--- config.mk ---
export PLATFORM = sky130hd
export DESIGN_NAME = alu_instr_encoder
export DESIGN_NICKNAME = d
export VERILOG_FILES = /design/src/rtl/alu_instr_encoder_pkg.sv /design/src/rtl/alu_instr_encoder_rv_field_pack.sv /design/src/rtl/alu_instr_encoder.sv
export SDC_FILE = /design/constraint.sdc
export NUM_CORES = 1
export LEC_CHECK = 0
export CORE_MARGIN = 4
export CORE_UTILIZATION = 25
export CTS_CLUSTER_SIZE = 16
export DETAILED_ROUTE_END_ITERATION = 6
export SLEW_MARGIN = 40
export SYNTH_ARGS = -nofsm -noshare
export SYNTH_HDL_FRONTEND = slang
export SYNTH_SLANG_ARGS = --single-unit
--- constraint.sdc ---
create_clock -name clk -period 1.88 [get_ports clk]
set_input_delay 0.376 -clock clk [delete_from_list [all_inputs] [get_ports clk]]
set_output_delay 0.376 -clock clk [all_outputs]
set_load 0.05 [all_outputs]
--- src/rtl/alu_instr_encoder_pkg.sv ---
// Shared ALU-control codes and RV32I field constants.
// The ALU decoder imports the same package, so encoder and decoder stay consistent.
package alu_instr_encoder_pkg;

  localparam logic [2:0] ALU_ADD = 3'b000;
  localparam logic [2:0] ALU_SUB = 3'b001;
  localparam logic [2:0] ALU_AND = 3'b010;
  localparam logic [2:0] ALU_OR  = 3'b011;
  localparam logic [2:0] ALU_SLT = 3'b101;

  localparam logic [6:0] OP_R   = 7'b0110011;
  localparam logic [6:0] OP_I   = 7'b0010011;
  localparam logic [6:0] OP_LUI = 7'b0110111;

  localparam logic [2:0] F3_ADD = 3'b000;
  localparam logic [2:0] F3_SLT = 3'b010;
  localparam logic [2:0] F3_OR  = 3'b110;
  localparam logic [2:0] F3_AND = 3'b111;

  localparam logic [6:0] F7_BASE = 7'b0000000;
  localparam logic [6:0] F7_SUB  = 7'b0100000;

  typedef enum logic [1:0] {
    FMT_R = 2'd0,
    FMT_I = 2'd1,
    FMT_U = 2'd2
  } fmt_e;

  function automatic logic alu_legal(input logic [2:0] alu);
    return (alu == ALU_ADD) || (alu == ALU_SUB) || (alu == ALU_AND) ||
           (alu == ALU_OR)  || (alu == ALU_SLT);
  endfunction

  function automatic logic [2:0] alu_f3(input logic [2:0] alu);
    case (alu)
      ALU_AND: return F3_AND;
      ALU_OR:  return F3_OR;
      ALU_SLT: return F3_SLT;
      default: return F3_ADD;
    endcase
  endfunction

endpackage

--- src/rtl/alu_instr_encoder_rv_field_pack.sv ---
// Combinational RV32I word assembly for R, I and U formats.
// For U format the upper 20 bits of imm are placed directly; the caller pre-rounds them.
module rv_field_pack
  import alu_instr_encoder_pkg::*;
(
  input  fmt_e        fmt,
  input  logic [6:0]  opcode,
  input  logic [4:0]  rd,
  input  logic [2:0]  f3,
  input  logic [4:0]  rs1,
  input  logic [4:0]  rs2,
  input  logic [6:0]  f7,
  input  logic [31:0] imm,
  output logic [31:0] word
);

  always_comb begin
    word = 32'd0;
    case (fmt)
      FMT_R:   word = {f7, rs2, rs1, f3, rd, opcode};
      FMT_I:   word = {imm[11:0], rs1, f3, rd, opcode};
      FMT_U:   word = {imm[31:12], rd, opcode};
      default: word = 32'd0;
    endcase
  end

endmodule

--- src/rtl/alu_instr_encoder.sv ---
// Turns an ALU operation request into one RV32I word, or a LUI/ADDI/R-type triple
// when the immediate does not fit in 12 bits, streamed with incrementing byte addresses.
//
// state  | meaning
// IDLE   | waiting for a request, req_ready high
// EMIT   | single R/I-type word presented
// LUI    | expansion word 1: LUI TMP_REG,hi
// ADDI   | expansion word 2: ADDI TMP_REG,TMP_REG,lo
// OP     | expansion word 3: R-type op rd,rs1,TMP_REG
module alu_instr_encoder
  import alu_instr_encoder_pkg::*;
#(
  parameter int          ADDR_W  = 32,
  parameter logic [4:0]  TMP_REG = 5'd31
) (
  input  logic              clk,
  input  logic              rst_n,
  input  logic              base_load,
  input  logic [ADDR_W-1:0] base_addr,
  input  logic              req_valid,
  output logic              req_ready,
  input  logic [2:0]        req_alu,
  input  logic [4:0]        req_rd,
  input  logic [4:0]        req_rs1,
  input  logic [4:0]        req_rs2,
  input  logic              req_use_imm,
  input  logic [31:0]       req_imm,
  output logic              instr_valid,
  input  logic              instr_ready,
  output logic [31:0]       instr,
  output logic [ADDR_W-1:0] instr_addr,
  output logic              err,
  output logic [15:0]       word_count
);

  typedef enum logic [2:0] {
    S_IDLE = 3'd0,
    S_EMIT = 3'd1,
    S_LUI  = 3'd2,
    S_ADDI = 3'd3,
    S_OP   = 3'd4
  } state_e;

  state_e state, state_next;

  logic [4:0]  lat_rd, lat_rs1;
  logic [2:0]  lat_f3;
  logic [31:0] lat_immp;

  logic        accept, consumed, word_load;
  logic        req_legal, req_fits;
  logic [2:0]  req_f3;
  logic [31:0] req_immp;

  fmt_e        pk_fmt;
  logic [6:0]  pk_op, pk_f7;
  logic [4:0]  pk_rd, pk_rs1, pk_rs2;
  logic [2:0]  pk_f3;
  logic [31:0] pk_imm, pk_word;

  assign accept    = req_valid & req_ready;
  assign consumed  = instr_valid & instr_ready;
  assign req_legal = alu_legal(req_alu);
  assign req_f3    = alu_f3(req_alu);
  // An immediate subtract is an add of the negated immediate.
  assign req_immp  = (req_alu == ALU_SUB) ? (32'd0 - req_imm) : req_imm;
  assign req_fits  = (req_immp[31:11] == '0) || (req_immp[31:11] == '1);

  rv_field_pack u_pack (
    .fmt    (pk_fmt),
    .opcode (pk_op),
    .rd     (pk_rd),
    .f3     (pk_f3),
    .rs1    (pk_rs1),
    .rs2    (pk_rs2),
    .f7     (pk_f7),
    .imm    (pk_imm),
    .word   (pk_word)
  );

  always_comb begin
    state_next = state;
    word_load  = 1'b0;
    pk_fmt     = FMT_R;
    pk_op      = OP_R;
    pk_rd      = req_rd;
    pk_f3      = req_f3;
    pk_rs1     = req_rs1;
    pk_rs2     = req_rs2;
    pk_f7      = F7_BASE;
    pk_imm     = req_immp;
    case (state)
      S_IDLE: begin
        if (accept && req_legal) begin
          word_load = 1'b1;
          if (!req_use_imm) begin
            pk_f7      = (req_alu == ALU_SUB) ? F7_SUB : F7_BASE;
            state_next = S_EMIT;
          end else if (req_fits) begin
            pk_fmt     = FMT_I;
            pk_op      = OP_I;
            state_next = S_EMIT;
          end else begin
            // Rounding by 0x800 compensates for the sign-extended low 12 bits.
            pk_fmt     = FMT_U;
            pk_op      = OP_LUI;
            pk_rd      = TMP_REG;
            pk_imm     = req_immp + 32'h0000_0800;
            state_next = S_LUI;
          end
        end
      end
      S_EMIT: if (consumed) state_next = S_IDLE;
      S_LUI: begin
        if (consumed) begin
          word_load  = 1'b1;
          pk_fmt     = FMT_I;
          pk_op      = OP_I;
          pk_rd      = TMP_REG;
          pk_rs1     = TMP_REG;
          pk_f3      = F3_ADD;
          pk_imm     = lat_immp;
          state_next = S_ADDI;
        end
      end
      S_ADDI: begin
        if (consumed) begin
          word_load  = 1'b1;
          pk_rd      = lat_rd;
          pk_rs1     = lat_rs1;
          pk_rs2     = TMP_REG;
          pk_f3      = lat_f3;
          state_next = S_OP;
        end
      end
      S_OP:    if (consumed) state_next = S_IDLE;
      default: state_next = S_IDLE;
    endcase
  end

  always_ff @(posedge clk or negedge rst_n) begin
    if (!rst_n) begin
      state       <= S_IDLE;
      req_ready   <= 1'b1;
      instr_valid <= 1'b0;
      instr       <= 32'd0;
      instr_addr  <= '0;
      err         <= 1'b0;
      word_count  <= 16'd0;
      lat_rd      <= 5'd0;
      lat_rs1     <= 5'd0;
      lat_f3      <= 3'd0;
      lat_immp    <= 32'd0;
    end else begin
      state     <= state_next;
      req_ready <= (state_next == S_IDLE);
      err       <= accept & ~req_legal;
      if (word_load) begin
        instr_valid <= 1'b1;
        instr       <= pk_word;
      end else if (consumed) begin
        instr_valid <= 1'b0;
      end
      if (state == S_IDLE && base_load)
        instr_addr <= base_addr & ~ADDR_W'(3);
      else if (consumed)
        instr_addr <= instr_addr + ADDR_W'(4);
      if (consumed)
        word_count <= word_count + 16'd1;
      if (accept) begin
        lat_rd   <= req_rd;
        lat_rs1  <= req_rs1;
        lat_f3   <= req_f3;
        lat_immp <= req_immp;
      end
    end
  end

endmodule
---- Word level (Yosys, flattened, before mapping) ----
Index checks and enable logic that the tools add are counted.
storage, ports and cells
  flip-flop bits (word level) ............. 131
  output and inout bits ................... 83
  logic and storage cells ................. 96
  bits of input ports ..................... 88
cells by class
  muxes and demuxes ....................... 50
  reduce and logical (&&, ||, !) cells .... 16
  bitwise operators ....................... 4
  $add $sub $neg .......................... 4
  eq/ne operators ......................... 11
operator list
  operator                                              count
  2-to-1 mux 32 bit                                     7
  one-hot mux 32 bit (3 select lines)                   1
  one-hot mux 32 bit (2 select lines)                   1
  2-to-1 mux 6 bit                                      8
  2-to-1 mux 5 bit                                      9
  adder 32 x 12 -> 32 bit (second input constant)       1
  adder 32 x 3 -> 32 bit (second input constant)        1
  subtractor 1 x 32 -> 32 bit (first input constant)    1
  equality test 21 bit (second input constant)          1
  zero test 21 bit                                      1
  2-to-1 mux 3 bit                                      6
  adder 16 x 1 -> 16 bit (second input constant)        1
  one-hot mux 5 bit (3 select lines)                    1
  equality test 3 x 2 -> 1 bit (second input constant)  4
  one-hot mux 3 bit (4 select lines)                    1
  one-hot mux 6 bit (2 select lines)                    1
  2-to-1 mux 2 bit                                      5
  one-hot mux 5 bit (2 select lines)                    1
  zero test 3 bit                                       3
  one-hot mux 3 bit (3 select lines)                    1
  equality test 3 x 1 -> 1 bit (second input constant)  2
  equality test 3 bit (second input constant)           2
  one-hot mux 3 bit (2 select lines)                    1
  logical OR 1 bit                                      5
  other kinds (11)                                      20

---- Longest topological paths before layout ----
  depth after elaboration ................. 10
  depth in mapped cells ................... 15
  depth with buffers taken out ............ 13

---- Modules after synthesis ----
A second synthesis with hierarchy kept.
second synthesis, totals
  cell total of the unflattened synthesis .. 975
  area total of the unflattened synthesis .. 8,582.0 µm²
modules (own cells, without submodules)
  module             cells an instance  seq. area each (µm²)  instances  area an instance (µm²)
  alu_instr_encoder  921                3,229.3               1          8,149.1
  rv_field_pack      54                 0.0                   1          432.9

---- Worst setup path after synthesis ----
Ideal clock, no wire load.
  path kind ............................... input to register
  start ................................... in req_imm[4]
  end ..................................... reg instr[30]
  cell stages on the path ................. 11
  slack ................................... -1.601 ns
  setup time .............................. 0.126 ns
  required time ........................... 1.754 ns
  path buffers ............................ 1
  data arrival time ....................... 3.355 ns
  path through ............................ buf_6 -> or4_4 -> o41ai_2 -> xnor2_1 -> nand4_1 -> nor4_1 -> nand4_1 -> or4_4 -> a2111oi_2 -> a21o_1 -> a21oi_1
between the ends
  cells in the longest elaborated chain, start to end .. 10
  elaborated cells between the ends (all ways) .. 19
  those cells by class .................... add/sub (2); eq/ne (3); mux (11); reduce/logical (3)
ends and longest elaborated chain
  what                                                             RTL line                               source
  from (decl)                                                      alu_instr_encoder.sv:27                input logic [31:0] req_imm,
  subtractor 1 x 32 -> 32 bit                                      alu_instr_encoder.sv:66                assign req_immp = (req_alu == ALU_SUB) ? (32'd0 - req_imm) : req_imm;
  2-to-1 mux 32 bit *                                              alu_instr_encoder.sv:66
  branches (longest 7 deep; another with adder 32 x 12 -> 32 bit)  -
  one-hot mux 32 bit (3 select lines) *                            alu_instr_encoder_rv_field_pack.sv:19  case (fmt)
  to (signal assigned)                                             alu_instr_encoder.sv:160               instr <= pk_word;
  to (decl)                                                        alu_instr_encoder.sv:30                output logic [31:0] instr,
Mark *: on every way between the ends.
A chain may end at the register's enable or synchronous reset.

---- Worst setup path in the final report ----
  start ................................... in req_imm[3]
  end ..................................... reg instr[14]
between the ends
  cells in the longest elaborated chain, start to end .. 10
  elaborated cells between the ends (all ways) .. 19
  those cells by class .................... add/sub (2); eq/ne (3); mux (11); reduce/logical (3)
ends and longest elaborated chain
  what                                                             RTL line                               source
  subtractor 1 x 32 -> 32 bit *                                    alu_instr_encoder.sv:66
  2-to-1 mux 32 bit *                                              alu_instr_encoder.sv:66
  net req_immp[12]                                                 alu_instr_encoder.sv:53                logic [31:0] req_immp;
  branches (longest 7 deep; another with adder 32 x 12 -> 32 bit)  -
  one-hot mux 32 bit (3 select lines) *                            alu_instr_encoder_rv_field_pack.sv:19
Mark *: on every way through the listed nets, which the timed path passes.

==> impl_metrics.yaml <==
pwr:
  power.leakage_uw: 0.00540
  power.internal_uw: 7350
  seq_power_share_pct: 29.6
  p_clk_share_pct: 13.6
  sw_frac_of_total_pct: 47.5
  p_switching_uw: 6660
  powerDensity_nw_per_um2: 1090
  p_total_uw: 14000
  p_comb_share_pct: 56.8
  ir_worst_vdd_mv: 0.521
drt:
  wirelength_mm: 27.9
  routedWlPerCell_um: 17.1
  dr.pass1.iters: 5
  viasPerCell: 4.87
  num_vias: 7948
  postRouteAntennaNets: 0
  drc: 0
  drtIter0Drc: 525
clock_tree:
  cts-root-buf: "clkbuf_16"
  worstSkewPairLatency_ns: 0.36
  path_clk_slew_ns: 0.08
  ctsHtreeMaxLevel: 3
  cts_tree: "done"
  cts-buffers-inserted: 9
  cts_buffer_depth: 2
  cts.sinks: 109
logic_synthesis:
  ys.flop_type: "dfrtp_1"
  synth_top_cell_by_area: "dfrtp_1"
  netlist_instances: 827
  syn_area_per_cell_um2: 8.63
  yosys-top-cells-area: "dfrtp_1 (38%), nand2_1 (6.3%), xnor2_1 (5.8%)"
  ys_warn_count: 0
  synth_seq_area_share_pct: 38.2
  synth_common_cells: "nand2_1 (120), dfrtp_1 (108), o21ai_0 (78)"
  synth.most_common_cell: "nand2_1"
  async_reset_ff_share_pct: 100
  synth-edff-count: 0
  synth_area_um2: 7140
  ys_types: 79
  synth-seq-cells: 109
  synth.top_cell.area_share_pct: 37.9
timing:
  min_period_ns: 3.10
  timing.hold.ws_ns: 0.390
  tightest_slew_ns: 0.535
  rsz0062_at_grt: "true"
  hold_viol: 0
  slew_headroom_pct: 64.0
  finalSetupViolCount: 34
  clock_skew_ns: 0.0123
  clock.fmax_mhz: 323
  finalCritPeriodShare_pct: 165
  drv_slew: 0
  fin_tns_setup_ns: -34.88
  final.setup.worst_slack_ns: -1.22
worst_setup_path:
  cp_cell_sequence: "buf_6 > buf_6 > nor4_4 > buf_6 > buf_4 > a41oi_2 > xnor2_1 > inv_1 > ha_4 > o2111ai_4 > a21oi_2 > buf_4 > nand2_8 > nor3_4 > or3_4 > buf_12 > buf_4 > a211oi_2 > a211oi_2"
  crit_path_end_kind: "register"
  r2r_slack_ns: -0.28
  cp.required_ns: 2.12
  critical_path_class: "in2reg"
  crit_arrival_ns: 3.33
  max_stage_delay_ns: 0.35
  cp_slowest_cell: "or3_4"
  cp_max_fo: 7
  start_kind: "input port"
die:
  std_cell_rows: 61
  die-area_um2: 31300
  die_width_um: 177
  start_util_pct: 25.5
  core_um2: 28000
  boundaryPins: 171
  die_h_um: 177
grt:
  antenna_found_initial: 0
  grt_start_max_net_pins: 61
  first_global_vias: 7864
  grt_use_total_pct: 17.0
  grt_overflow: 0
  grt_first_pass_wirelength_mm: 42.7
finish:
  nNetsFinal: 1342
  n_antenna_cell: 0
  syn_to_final_growth_pct: 79.8
  fin_cells: 1633
  layout-drive-gt1-share_pct: 47.0
placed_design:
  gp_congestion: 0.870
  dp_slack_ns: -2.23
  io_buffers: 164
  dp.cells: 1540
  hpwl_mm: 20.5
run_status:
  status: "complete, but fails checks"
  violations: "negative setup slack"
worst_hold_path:
  hp-class: "in2reg"
job:
  drv_cap: 0
cells in the final DEF, fill, tap and decap left out, drive strengths merged, types with 23 or more instances in the layout:
cell type / count
xnor2: 48
buf: 389
xor2: 37
nor3: 28
nor2: 74
dfrtp: 108
nand4: 24
nand3: 23
nand2: 120
clkdlybuf4s50: 52
o21ai: 83
logic make-up after synthesis:
kind of cell               after synthesis  synth area share (%)
and+or+nand+nor                        346                  24.8
DFF                                    109                  38.2
xor gates and xnor gates                85                  10.8
adders and majority gates                4                 0.701
buffers and inverters                   71                  4.49
muxes                                   15                  2.30
AOI/OAI and AO/OA                      196                  18.7
other                                    1                0.0525
through the flow:
stage	util, %	cell area [um2]
after floorplan	-	7330
after global placement	38.5	10800
after detailed placement	38.5	10800
after CTS	43.1	12100
after global routing	45.8	12800
final	45.8	12800
power groups by stage:
stage	sequential, uW	combinational (uW)	clock [uW]
floorplan	6320	2240	0
global placement	4130	7330	0
detailed placement	4150	7420	0
CTS	4110	7650	1980
global route	4280	8460	2060
finish	4150	7950	1910
registers in the layout, indices dropped and copies added, names as in the netlist:
name,cells
state,3
lat_immp,16
lat_rs1,5
lat_rd,5
word_count,16
instr,28
instr_valid,1
lat_f3,3
err,1
req_ready,1
instr_addr,30
worst max-delay path, delay by kind of cell:
family                   cells  cell delay [ns]
buffers and inverters        8             1.11
adder cells (fa/ha/maj)      1             0.19
AND/OR/NAND/NOR              4             0.77
XOR/XNOR                     1             0.31
AO/OA/AOI/OAI                5             0.57
path summary, 6_finish.rpt:
path / to / depth (start not counted) / startpoint
min reg2reg: lat_f3[1]$_DFFE_PN0P_ / 2 / lat_f3[1]$_DFFE_PN0P_
max reg2reg: instr[23]$_DFFE_PN0P_ / 9 / state[0]$_DFF_PN0_
min: lat_immp[0]$_DFFE_PN0P_ / 4 / req_imm[0]
min in group asynchronous: word_count[15]$_DFFE_PN0P_ / 2 / rst_n
max: instr[14]$_DFFE_PN0P_ / 19 / req_imm[3]
max in group asynchronous: req_ready$_DFF_PN1_ / 3 / rst_n
what timing repair did:
action                                  in CTS  in global routing
hold endpoints to repair                    23                  0
hold buffers                                 1                  0
gates resized for setup                    191                137
setup buffers                               49                 28
pin swaps                                   79                 52
cloned                                       3                  0
endpoints found under the setup margin      56                 53
layer usage:
metal	vias to the layer above	wire length, um	part of all wire [%]	track usage (%)
li1	3830	-	-	-
met1	3857	12400	44	23.1
met2	223	13800	49	28.6
met3	38	1150	4.1	2.41
met4	0	623	2.2	4.58
met5	-	0	0	0
cell type report:
cell class / count / area, um2
tap: 378 / 473
timing repair buffer: 462 / 4030
fill: 2660 / 15200
multi-input combinational: 653 / 5250
inverter: 15 / 56.3
sequential: 109 / 2740
clock buffer: 11 / 243
clock inverter: 5 / 42.5
No activity file was read; power rests on OpenSTA's default activity.
==> edit 1, RTL diff (config.mk and constraints unchanged) <==
`ADDR_W`: 32 -> 64.
--- a/src/rtl/alu_instr_encoder.sv
+++ b/src/rtl/alu_instr_encoder.sv
@@ -10,7 +10,7 @@
 module alu_instr_encoder
   import alu_instr_encoder_pkg::*;
 #(
-  parameter int          ADDR_W  = 32,
+  parameter int          ADDR_W  = 64,
   parameter logic [4:0]  TMP_REG = 5'd31
 ) (
   input  logic              clk,
Interface: changed (resized base_addr and instr_addr); port bits go from 171 to 235. No check against the original RTL was run, so the function may have changed too.
==> edit 1 against the unedited design <==
The run still ends with negative setup slack left; clock power up 84%; worst setup slack worse by 280 ps; area after synthesis up 20%; critical path type unchanged; routed wire length up 26%; first-iteration DRC count down 8.8%; power up 43%; register-to-register slack worse by 170 ps; highest routed layer is now met5; sequential cell count up 30; clock skew down 1.0 ps; count of clock-buffer cells in the layout up 7; design area up 17%.
==> edit 1: results (changes against the unedited design) <==
| Metric | Value |
|---|---|
| Root buffer cell | clkbuf_16 (unchanged) |
| PostCTS Resize Cnt | 202 (was 191) |
| GRT Total Usage | 17.9% (was 17.0%) |
| Slowest cell on crit path | or4_4 (was or3_4) |
| Initial antenna violation count | 1 (was 0) |
| Cts bufs inserted | 17 (was 9) |
| Largest net degree at the start of global routing | 59 (was 61) |
| Clock latency on the worst-skew pair | 430 ps (was 360 ps) |
| Crit-path max FO | 6 (was 7) |
| Worst hold start | instr_ready (was req_imm[0]) |
| Cell count after synthesis | 1,004 (was 827) |
| Initial drt markers | 479 (was 525) |
| Worst Setup SP | req_imm[7] (was req_imm[3]) |
| Crit-path max cell delay | 580 ps (was 350 ps) |
| Leading post-synthesis cells by cell area | dfrtp_1, nand2_1, xnor2_1, o21ai_0, xor2_1 (unchanged) |
| Vias in the first global route | 9,402 (was 7,864) |
| Met3 WL | 2.56 mm (was 1.15 mm) |
| Biggest registers after layout | instr_addr: 62 flops, instr: 28 flops, word_count: 16 flops (was instr_addr: 30 flops, instr: 28 flops) |
| Final #Nets | 1,624 (was 1,342) |
| Top Family by Delay on Critical Path | simple AND/OR/NAND/NOR gates (was buffers and inverters) |
| Critical Path Sink | instr[13] (was instr[14]) |
| Layout Skew | 11.3 ps (was 12.3 ps) |
| Via density | 4.81 (was 4.87) |
| Critical Path RT | 2180 ps (was 2120 ps) |
| Clock transition at the registers of the reported paths | 60 ps (was 80 ps) |
| Commonest cells in the netlist | nand2_1, dfrtp_1, o21ai_0 (unchanged) |
| Setup WS pre-CTS | -2500 ps (was -2230 ps) |
| FF-to-FF setup slack | -450 ps (was -280 ps) |
| Post-synth cell types | 71 (was 79) |
| Port bufs | 228 (was 164) |
| Setup TNS | -48,230 ps (was -34,880 ps) |
| Reg2reg start | instr_addr[24] (was state[0]) |
| Global Route met2 Usage | 32.0% (was 28.6%) |
| Uppermost routed layer | met5 (was met4) |
| Post-synthesis sequential area ratio | 40.6% (was 38.2%) |
| Met3 Track Usage GR | 4.12% (was 2.41%) |
| Routed WL | 35.2 mm (was 27.9 mm) |
| Static leakage | 0.00634 µW (was 0.00540 µW) |
| Wl on met1 | 14.6 mm (was 12.4 mm) |
| First-pass GRT wire length | 52.1 mm (was 42.7 mm) |
| Detailed Place HPWL | 27.6 mm (was 20.5 mm) |
| Setup-failing EPs final | 54 (was 34) |
| Hold Slack | 302 ps (was 390 ps) |
| Placer Congestion | 0.951 (was 0.870) |
| Worst relative slew slack | 64.0% (about the same) |
| Dpl cells | 1,873 (was 1,540) |
| Placed Area | 13,200 µm² (was 10,800 µm²) |
| Reg-to-Reg End | instr_addr[61] (was instr[23]) |
| Status | finished with violations (unchanged) |
| Met1 GRT Util | 22.0% (was 23.1%) |
| Post-route setup slack | -1500 ps (was -1220 ps) |
| Hold endpoint | instr_valid (was lat_immp[0]) |
| Worst VDD drop | 0.941 mV (was 0.521 mV) |
| Worst hold path cell count | 3 (was 4) |
| Failing checks | negative setup slack (unchanged) |
| H-tree depth | 4 (was 3) |
| Wire length on met2 | 17.5 mm (was 13.8 mm) |
## edit 1: layout make-up
cell class | count | area, µm²
Fill cell | 3250 | 18700
Inverter | 12 | 65.1
Timing Repair Buffer | 541 | 4580
Tap cell | 448 | 561
Clock inverter | 14 | 171
Multi-Input combinational cell | 789 | 5700
Sequential cell | 139 | 3500
Clock buffer | 18 | 439
## edit 1: report_power, final
| part | total [µW] | internal (µW) | switching, µW |
|---|---|---|---|
| registers | 5350 | 4320 | 1030 |
| clock network | 3510 | 2130 | 1380 |
| logic | 11100 | 4190 | 6950 |
## edit 1: kinds of logic (layout without fill, tap and decap cells)
kind of cell             after synthesis  in the layout  synth area share, %
AO/OA/AOI/OAI                        207            207                 14.9
XOR/XNOR                             123            123                 12.6
adder cells (fa/ha/maj)                4              4                0.584
buffers and inverters                 81            585                 4.16
flip-flops                           139            139                 40.6
multiplexers                          16             16                 2.01
other                                  1              4               0.0437
AND/OR/NAND/NOR                      433            435                 25.1
==> edit 2, RTL diff (same flow settings) <==
Without the edit above. Encoding of `state_e`: now Gray code (3 bits for 5 states).
--- a/src/rtl/alu_instr_encoder.sv
+++ b/src/rtl/alu_instr_encoder.sv
@@ -34,11 +34,11 @@
 );
 
   typedef enum logic [2:0] {
-    S_IDLE = 3'd0,
-    S_EMIT = 3'd1,
-    S_LUI  = 3'd2,
-    S_ADDI = 3'd3,
-    S_OP   = 3'd4
+    S_IDLE = 3'b000,
+    S_EMIT = 3'b001,
+    S_LUI  = 3'b011,
+    S_ADDI = 3'b010,
+    S_OP   = 3'b110
   } state_e;
 
   state_e state, state_next;
Formal check against the unedited RTL: same outputs for any inputs over 4 cycles, from zero or initial values and one cycle with rst_n low; so few cycles prove little.
==> edit 2 against the unedited design <==
Sequential power is 3% higher; clock skew down 6.6 ps; fmax fell by 9.4%; cell count grew 11%; the flow still finishes with violations (negative setup slack); global-route usage up 1.2 points; area after synthesis is 8.9% higher; worst setup slack worse by 320 ps; design area grew 7.9%; first-iteration DRC count up 20%; synthesized cell count is 16% higher; routed wire length up 17%; sequential cell count is 5 higher; power grew 15%.
==> edit 2: results (changes against the unedited design) <==
| Metric | Value |
|---|---|
| Placer Congestion | 0.902 (was 0.870) |
| Worst Hold Class | input pin to asynchronous set/reset pin (was input pin to flip-flop) |
| Seq. cell area | 2860 µm² (was 2740 µm²) |
| Via density | 5.06 (was 4.87) |
| Buffers, non-clock | 493 (was 462) |
| Setup WS pre-CTS | -2290 ps (was -2230 ps) |
| Leading post-synthesis cells by cell area | dfrtp_1, nand2_1, o21ai_0, xnor2_1, xor2_1 (was dfrtp_1, nand2_1, xnor2_1, o21ai_0, xor2_1) |
| Top Family by Delay on Critical Path | simple AND/OR/NAND/NOR gates (was buffers and inverters) |
| Setup TNS | -42,280 ps (was -34,880 ps) |
| Hold Slack | 441 ps (was 390 ps) |
| Reg-to-Reg End | instr[20] (was instr[23]) |
| Final #Nets | 1,490 (was 1,342) |
| Dpl cells | 1,695 (was 1,540) |
| Initial antenna violation count | 1 (was 0) |
| Layout Cells excl Fill | 1,807 (was 1,633) |
| Post-route setup slack | -1540 ps (was -1220 ps) |
| Detailed Place HPWL | 24.3 mm (was 20.5 mm) |
| Clock latency on the worst-skew pair | 410 ps (was 360 ps) |
| Failing checks | negative setup slack (unchanged) |
| Worst VDD drop | 0.675 mV (was 0.521 mV) |
| Crit-path max cell delay | 570 ps (was 350 ps) |
| Arrival @ worst endpoint | 3750 ps (was 3330 ps) |
| Largest net degree at the start of global routing | 62 (was 61) |
| Slowest cell on crit path | or4_4 (was or3_4) |
| Post-CTS Setup Bufs | 52 (was 49) |
| Fillers | 2,957 (was 2,660) |
| Area of the multi-input gates | 5600 µm² (was 5250 µm²) |
| Placed Area | 11,700 µm² (was 10,800 µm²) |
| Status | finished with violations (unchanged) |
| Static leakage | 0.00613 µW (was 0.00540 µW) |
| Final Util | 45.1% (was 45.8%) |
| Setup-failing EPs final | 42 (was 34) |
| Post-synth cell types | 84 (was 79) |
| H-tree depth | 4 (was 3) |
| Worst Setup SP | req_imm[5] (was req_imm[3]) |
| Biggest registers after layout | instr_addr: 30 flops, instr: 28 flops, lat_immp: 21 flops (was instr_addr: 30 flops, instr: 28 flops) |
| Commonest cells in the netlist | nand2_1, dfrtp_1, o21ai_0 (unchanged) |
| Data buffer area share | 30.4% (was 31.4%) |
| Layout Skew | 5.72 ps (was 12.3 ps) |
| Share of cells above drive strength 1 | 44.9% (was 47.0%) |
| Post-synthesis sequential area ratio | 36.7% (was 38.2%) |
| Clkbuf count | 19 (was 11) |
| Worst Tran Pin Value | 566 ps (was 535 ps) |
| WL/cell | 18.0 µm (was 17.1 µm) |
| Crit-path max FO | 4 (was 7) |
| Initial drt markers | 632 (was 525) |
| First-pass GRT wire length | 49.1 mm (was 42.7 mm) |
| Multi-input combinational cell count | 757 (was 653) |
| Vias in the first global route | 8,758 (was 7,864) |
| FF-to-FF setup slack | -650 ps (was -280 ps) |
| Critical Path Sink | instr[24] (was instr[14]) |
| GRT Total Usage | 18.3% (was 17.0%) |
edit 2: routing by layer:
metal	share of wire (%)	vias up	global-route usage (%)
met4	2.7	2	6.12
met1	43	4385	23.8
met3	7.1	62	3.83
li1	-	4342	-
met5	0.043	-	0
met2	47	357	30.2
edit 2: cells by family (layout without fill, tap and decap cells):
group | after synthesis | count (layout) | share of synthesized area (%)
AOI/OAI and AO/OA | 245 | 245 | 20.9
xor gates and xnor gates | 78 | 78 | 8.79
adders and majority gates | 4 | 4 | 0.644
buffers and inverters | 88 | 540 | 4.86
DFF | 114 | 114 | 36.7
muxes | 9 | 9 | 1.27
other | 1 | 4 | 0.0482
and+or+nand+nor | 417 | 417 | 26.8
edit 2: where the power goes:
part	internal, µW	switching (µW)	leakage (µW)
Combinational	3160	5330	0.00441
Sequential	3500	779	0.00142
Clock	2150	1200	0.000295
Total	8810	7310	0.00613
